$ cat config.mk
export PLATFORM = sky130hd
export DESIGN_NAME = ecg_peak_detector
export DESIGN_NICKNAME = d
export VERILOG_FILES = /design/src/rtl/ecg_pkg.sv /design/src/rtl/ecg_sat_counter.sv /design/src/rtl/ecg_peak_detector.sv
export SDC_FILE = /design/constraint.sdc
export NUM_CORES = 1
export LEC_CHECK = 0
export CAP_MARGIN = 25
export CORE_MARGIN = 2
export CORE_UTILIZATION = 59
export DETAILED_ROUTE_END_ITERATION = 8
export PLACE_DENSITY_LB_ADDON = 0.3
export SETUP_SLACK_MARGIN = 0.05
export SLEW_MARGIN = 15
export SYNTH_ARGS = -nofsm -noshare
export SYNTH_HDL_FRONTEND = slang
export SYNTH_SLANG_ARGS = --single-unit
$ cat constraint.sdc
create_clock -name clk_out1_wire -period 9.6 [get_ports clk_out1_wire]
set_clock_uncertainty 0.2 [all_clocks]
set_input_delay 2.4 -clock clk_out1_wire [delete_from_list [all_inputs] [get_ports clk_out1_wire]]
set_output_delay 2.4 -clock clk_out1_wire [all_outputs]
set_load 0.01 [all_outputs]
$ cat src/rtl/ecg_pkg.sv
// Shared widths, default tuning constants and FSM encoding for the ECG R-peak detector.
package ecg_pkg;

  localparam int DATA_W        = 40;
  localparam int RR_W          = 16;
  localparam int REFRACT_N_DEF = 50;
  localparam int MAX_WIDTH_DEF = 64;

  typedef enum logic [1:0] {
    ST_SEARCH  = 2'd0,
    ST_TRACK   = 2'd1,
    ST_REFRACT = 2'd2
  } state_e;

endpackage

$ cat src/rtl/ecg_sat_counter.sv
// Saturating up-counter with clear (highest priority), load and enable.
module ecg_sat_counter #(
  parameter int W = 8
) (
  input  logic         clk_out1_wire,
  input  logic         system_reset,
  input  logic         en,
  input  logic         clr,
  input  logic         ld,
  input  logic [W-1:0] ld_val,
  output logic [W-1:0] cnt
);

  logic [W-1:0] cnt_q;
  logic [W-1:0] cnt_d;

  // Next count: clear beats load beats increment; increment stops at all-ones.
  always_comb begin
    cnt_d = cnt_q;
    if (clr) begin
      cnt_d = '0;
    end else if (ld) begin
      cnt_d = ld_val;
    end else if (en && (cnt_q != '1)) begin
      cnt_d = cnt_q + W'(1);
    end else begin
      cnt_d = cnt_q;
    end
  end

  // Count register, cleared by the asynchronous system reset.
  always_ff @(posedge clk_out1_wire or posedge system_reset) begin
    if (system_reset) begin
      cnt_q <= '0;
    end else begin
      cnt_q <= cnt_d;
    end
  end

  assign cnt = cnt_q;

endmodule

$ cat src/rtl/ecg_peak_detector.sv
// R-peak detector sitting between the IIR filter (Out1, ce_out -> sample_valid)
// and the ILA probes. Finds the maximum of each above-threshold excursion,
// reports it with the RR interval to the previous maximum, then blanks the
// input for a refractory period.
module ecg_peak_detector #(
  parameter int DATA_W    = ecg_pkg::DATA_W,
  parameter int RR_W      = ecg_pkg::RR_W,
  parameter int REFRACT_N = ecg_pkg::REFRACT_N_DEF,
  parameter int MAX_WIDTH = ecg_pkg::MAX_WIDTH_DEF
) (
  input  logic                     clk_out1_wire,
  input  logic                     system_reset,
  input  logic                     sample_valid,
  input  logic signed [DATA_W-1:0] sample_in,
  input  logic signed [DATA_W-1:0] threshold,
  output logic                     peak_valid,
  output logic signed [DATA_W-1:0] peak_amp,
  output logic [RR_W-1:0]          rr_interval,
  output logic                     rr_valid,
  output logic [15:0]              peak_count,
  output logic [1:0]               state_dbg
);

  import ecg_pkg::*;

  localparam int WW  = $clog2(MAX_WIDTH + 1);
  localparam int RFW = $clog2(REFRACT_N + 1);

  state_e                    state_q, state_d;
  logic signed [DATA_W-1:0]  max_q, max_d;
  logic [RR_W-1:0]           max_pos_q, max_pos_d;
  logic                      first_q, first_d;
  logic                      peak_valid_q, peak_valid_d;
  logic                      rr_valid_q, rr_valid_d;
  logic signed [DATA_W-1:0]  peak_amp_q, peak_amp_d;
  logic [RR_W-1:0]           rr_interval_q, rr_interval_d;
  logic [15:0]               peak_count_q, peak_count_d;

  logic [RR_W-1:0] since_cnt;
  logic            since_en, since_ld;
  logic [RR_W-1:0] since_ld_val;
  logic [WW-1:0]   width_cnt;
  logic            width_en, width_clr;
  logic [RFW-1:0]  refr_cnt;
  logic            refr_en, refr_clr;
  logic            emit;
  logic            above_thr;

  assign above_thr = (sample_in > threshold);

  // Samples elapsed since the previous peak maximum.
  ecg_sat_counter #(.W(RR_W)) u_since (
    .clk_out1_wire (clk_out1_wire),
    .system_reset  (system_reset),
    .en            (since_en),
    .clr           (1'b0),
    .ld            (since_ld),
    .ld_val        (since_ld_val),
    .cnt           (since_cnt)
  );

  // Samples spent in TRACK, bounds the length of one excursion.
  ecg_sat_counter #(.W(WW)) u_width (
    .clk_out1_wire (clk_out1_wire),
    .system_reset  (system_reset),
    .en            (width_en),
    .clr           (width_clr),
    .ld            (1'b0),
    .ld_val        ({WW{1'b0}}),
    .cnt           (width_cnt)
  );

  // Samples spent blanked in REFRACT.
  ecg_sat_counter #(.W(RFW)) u_refr (
    .clk_out1_wire (clk_out1_wire),
    .system_reset  (system_reset),
    .en            (refr_en),
    .clr           (refr_clr),
    .ld            (1'b0),
    .ld_val        ({RFW{1'b0}}),
    .cnt           (refr_cnt)
  );

  // Next-state, counter control and peak emission; nothing moves without sample_valid.
  always_comb begin
    state_d       = state_q;
    max_d         = max_q;
    max_pos_d     = max_pos_q;
    first_d       = first_q;
    peak_valid_d  = 1'b0;
    rr_valid_d    = 1'b0;
    peak_amp_d    = peak_amp_q;
    rr_interval_d = rr_interval_q;
    peak_count_d  = peak_count_q;
    since_en      = sample_valid;
    since_ld      = 1'b0;
    // After emission the counter restarts at the number of samples already past the maximum.
    since_ld_val  = since_cnt - max_pos_q + RR_W'(1);
    width_en      = 1'b0;
    width_clr     = 1'b0;
    refr_en       = 1'b0;
    refr_clr      = 1'b0;
    emit          = 1'b0;

    if (sample_valid) begin
      case (state_q)
        ST_SEARCH: begin
          if (above_thr) begin
            state_d   = ST_TRACK;
            max_d     = sample_in;
            max_pos_d = since_cnt;
            width_clr = 1'b1;
          end else begin
            state_d = ST_SEARCH;
          end
        end
        ST_TRACK: begin
          if (!above_thr || (width_cnt == WW'(MAX_WIDTH - 1))) begin
            emit = 1'b1;
          end else begin
            width_en = 1'b1;
            // Strict compare: a tie keeps the earlier maximum position.
            if (sample_in > max_q) begin
              max_d     = sample_in;
              max_pos_d = since_cnt;
            end else begin
              max_d = max_q;
            end
          end
        end
        ST_REFRACT: begin
          // The exit sample itself is swallowed; SEARCH evaluates from the next one.
          if (refr_cnt == RFW'(REFRACT_N - 1)) begin
            state_d = ST_SEARCH;
          end else begin
            refr_en = 1'b1;
          end
        end
        default: begin
          state_d = ST_SEARCH;
        end
      endcase

      if (emit) begin
        state_d       = ST_REFRACT;
        refr_clr      = 1'b1;
        peak_valid_d  = 1'b1;
        rr_valid_d    = !first_q;
        first_d       = 1'b0;
        peak_amp_d    = max_q;
        rr_interval_d = max_pos_q;
        peak_count_d  = peak_count_q + 16'd1;
        since_ld      = 1'b1;
      end else begin
        since_ld = 1'b0;
      end
    end else begin
      state_d = state_q;
    end
  end

  // Registered state and outputs; reset discards any peak in progress.
  always_ff @(posedge clk_out1_wire or posedge system_reset) begin
    if (system_reset) begin
      state_q       <= ST_SEARCH;
      max_q         <= '0;
      max_pos_q     <= '0;
      first_q       <= 1'b1;
      peak_valid_q  <= 1'b0;
      rr_valid_q    <= 1'b0;
      peak_amp_q    <= '0;
      rr_interval_q <= '0;
      peak_count_q  <= 16'd0;
    end else begin
      state_q       <= state_d;
      max_q         <= max_d;
      max_pos_q     <= max_pos_d;
      first_q       <= first_d;
      peak_valid_q  <= peak_valid_d;
      rr_valid_q    <= rr_valid_d;
      peak_amp_q    <= peak_amp_d;
      rr_interval_q <= rr_interval_d;
      peak_count_q  <= peak_count_d;
    end
  end

  assign peak_valid  = peak_valid_q;
  assign rr_valid    = rr_valid_q;
  assign peak_amp    = peak_amp_q;
  assign rr_interval = rr_interval_q;
  assign peak_count  = peak_count_q;
  assign state_dbg   = state_q;

endmodule

==> metrics <==
status finished, final reports clean; R2R cell count 12; TritonCTS Buffers 17; Post-DP HPWL 16.1 mm; DR WL met3 915 um; prevailing post-synth register cell dfrtp_1; largest family of logic cells by synthesized area adder cells; RD Place Congestion 0.820; Pre-antenna DRT Iters 7; Starting Density 0.598; reg2reg start u_width.cnt[0]$_DFFE_PP0P_; top-area cell type share of the netlist area 0.409; Sw Ratio 0.379; Post-Layout Cell Count 1362; Reg2Reg Setup Slack 5.64 ns; Netlist Area Pre-Place 9850 um^2; vias in the first global route 7715; syn nets 1172; crit path capture type register; Sink Count 162; post-synthesis mux area share 0.0921; FFs w/ async S/R, synth 1.00; Tmin final 6.59 ns; Die Wd 133 um; DR vias 7525; worst hold path type reg -> reg; total wire length 22.2 mm; Post-DRT Antenna Nets 0; Clk pwr share 0.176; setup TNS 0 ns; initial antenna violation count 1; synthesis-stage register bit count 162; most area-hungry cell type in the Yosys netlist dfrtp_1; Crit path buffers/inverters 3; initial drt markers 410; CP max FO 64; # rows 47; DR vias/cell 5.52; CTS tree built; Max-Cap Viols 0; Hold Crit Depth 2; capture point of the worst reg-to-reg path u_since.cnt[14]$_DFFE_PP0P_; DR WL/cell 16.3 um; Core ar. 16500 um^2; slew margin rel. 0.295; sequential cell fraction of total power 0.329; Critical Path RT 9.66 ns; placed instance count 1329; Max IR drop VDD 0.000223 V; Setup Fix Bufs, Post-CTS 0; Comb power frac 0.495; Hold Fails Final Rpt 0; post-synthesis cell type count 68; delay-heaviest family, CP buffers and inverters; EDFF count, synth 0; DRC viols 0; Worst Setup Start Kind input port; deepest clock path buffer count 2; full die area 17700 um^2; Total GRT Usage 0.261; Lkg Pwr 5.90 nW; Worst path max stage delay 0.71 ns; CP most frequent cell o21ai_0; slowest CP cell clkinv_1; final period utilization 0.686; internal power 0.00221 W; critical path data arrival time 6.64 ns; H-tree depth reported by CTS 4; first-pass GRT wire length 37.4 mm; Post-layout nets 1326; top layer used by detailed routing met4; hold_buf cts 0; Avg Cell Area, Syn 10.1 um^2; Net Sw Power 0.00135 W; fmax 0.152 GHz; simple-gate share of the synthesized area 0.129; power density cells 294 nW/um^2; worst min-delay path startpoint rr_interval[13]$_DFFE_PP0P_; I/O pins 159; Synth-to-Final Area Change 22.7%; GR Overflow Total 0; met2 WL 10.6 mm; post-CTS sizing 0; yosys warns 0; pin count of the biggest net entering global routing 93; CTS root buf clkbuf_16; Slew @ Worst Pin 1.06 ns; CP Cell Sequence clkdlybuf4s50_1 > ha_1 > nand4_2 > nor4_4 > o21ai_0 > o22ai_2 > o31a_1 > nor2_2 > nand3_4 > clkinv_1 > buf_8 > o21ai_0 > a22oi_1; Crit Path Category in -> reg; Synth Area in Compound Gates 0.123; Post-Syn Instances 974; largest cells by area after synthesis dfrtp_1, ha_1, mux2_4, inv_1, nand2_1; post-synthesis xor/xnor area fraction 0.0338; share of layout cells above drive strength 1 0.0982; met1 wire length 10.3 mm; worst-skew pair later-pin latency 0.43 ns; sequential area share after synthesis 0.412; Worst-path clk slew 0.07 ns; Adder-Cell Fraction of Synth Area 0.147; Finish-stage setup viols 0; hold endpoint rr_interval[13]$_DFFE_PP0P_; Port Buffers 158; Die Y 133 um; Slew Viols, Final 0; RSZ-0062 raised after global routing false
-- kinds of logic after synthesis --
group | count (synthesis)
AOI/OAI and AO/OA | 191
xor gates and xnor gates | 38
adders and majority gates | 115
buffers and inverters | 141
DFF | 162
muxes | 70
and+or+nand+nor | 257
-- layout by cell type (no fill, tap or decap), drive strengths merged, types with 3 or more instances in the layout --
cell type / n
dfrtp: 161
clkdlybuf4s50: 158
inv: 116
ha: 114
nand2: 105
o21ai: 78
mux2: 57
nor2: 39
a21oi: 34
nand3: 26
nand4: 24
a21o: 20
xnor2: 19
xor2: 19
clkbuf: 18
mux2i: 13
nor3: 12
nor4: 12
and3: 10
clkinv: 9
o21a: 8
a211oi: 5
o211ai: 5
or2: 5
a31oi: 5
a21boi: 5
a2bb2oi: 5
nor2b: 4
and2: 4
o31a: 4
or3: 4
buf: 4
nand2b: 3
a22oi: 3
a22o: 3
clkinvlp: 3
-- flip-flops by register name, summed over array words and instances (netlist names) --
register / count
u_since.cnt: 16
max_q: 40
peak_valid: 1
max_pos_q: 16
u_refr.cnt: 6
first_q: 1
u_width.cnt: 7
state_dbg: 2
rr_interval: 16
peak_count: 16
rr_valid: 1
peak_amp: 40
-- power groups by stage --
stage               Sequential [W]  Combinational [W]  Clock [W]
finish                     0.00117            0.00176   0.000624
global route               0.00121            0.00197   0.000659
CTS                        0.00117            0.00177   0.000631
detailed placement         0.00118            0.00174          0
global placement           0.00116            0.00169          0
floorplan                  0.00118            0.00116          0
-- routing by layer --
metal,track usage,up-vias
met5,0,-
met4,0.0922,0
met3,0.0384,34
met2,0.432,173
met1,0.355,3596
li1,-,3722
-- cells in the mapped netlist, types with 3 or more instances --
cell type	count
a211oi_1	5
a21boi_0	5
a21o_1	20
a21oi_1	33
a22o_1	3
a22oi_1	3
a2bb2oi_1	5
a31oi_1	5
and2_1	4
and3_1	10
buf_1	4
buf_12	5
buf_2	4
clkbuf_1	11
dfrtp_1	161
ha_1	114
inv_1	113
mux2_2	21
mux2_4	36
mux2i_1	13
nand2_1	105
nand2b_1	3
nand3_1	25
nand4_1	23
nor2_1	38
nor2b_1	4
nor3_1	12
nor4_1	9
o211ai_1	5
o21a_1	8
o21ai_0	77
o31a_1	3
or2_2	5
or3_1	3
xnor2_1	19
xor2_1	19
-- area by class of cell --
type,instances,area [um^2]
tap,220,275
inverter,114,433
sequential,162,4060
antenna,1,2.50
timing repair buffer,162,1620
fill,1158,4380
clock buffer,18,429
clock inverter,14,110
multi-input combinational,671,5160
-- tightest hold or removal path: cells and delay by family (launching register included) --
kind             cells  cell delay [ns]
AO/OA/AOI/OAI        1             0.06
flip-flops           1             0.34
AND/OR/NAND/NOR      1             0.04
-- worst max path at each step --
| stage | from | end | slack, ns | depth (start not counted) |
|---|---|---|---|---|
| after global placement | sample_in[39] | u_since.cnt[8]$_DFFE_PP0P_ | 2.28 | 12 |
| after global routing | threshold[25] | u_since.cnt[9]$_DFFE_PP0P_ | 2.57 | 14 |
| after detailed placement | sample_in[39] | u_since.cnt[14]$_DFFE_PP0P_ | 2.61 | 13 |
| final | sample_in[39] | u_since.cnt[14]$_DFFE_PP0P_ | 3.01 | 13 |
| after CTS | sample_in[39] | u_since.cnt[14]$_DFFE_PP0P_ | 3.02 | 13 |
| after floorplan | system_reset | max_pos_q[0]$_DFFE_PP0P_ | 2.63 | 1 |
-- stage by stage --
| step | util | hold slack, ns | worst slack (ns) | power (W) | cell area, um^2 |
|---|---|---|---|---|---|
| final | 0.734 | 0.279 | 3.01 | 0.00355 | 12100 |
| after detailed placement | 0.701 | 0.269 | 2.61 | 0.00292 | 11500 |
| after global routing | 0.734 | 0.305 | 2.57 | 0.00383 | 12100 |
| after CTS | 0.734 | 0.285 | 3.02 | 0.00357 | 12100 |
| after global placement | 0.700 | 0.255 | 2.28 | 0.00285 | 11500 |
| after floorplan | - | 0.263 | 2.63 | 0.00235 | 9850 |
Power figures use the tool's default switching activity.
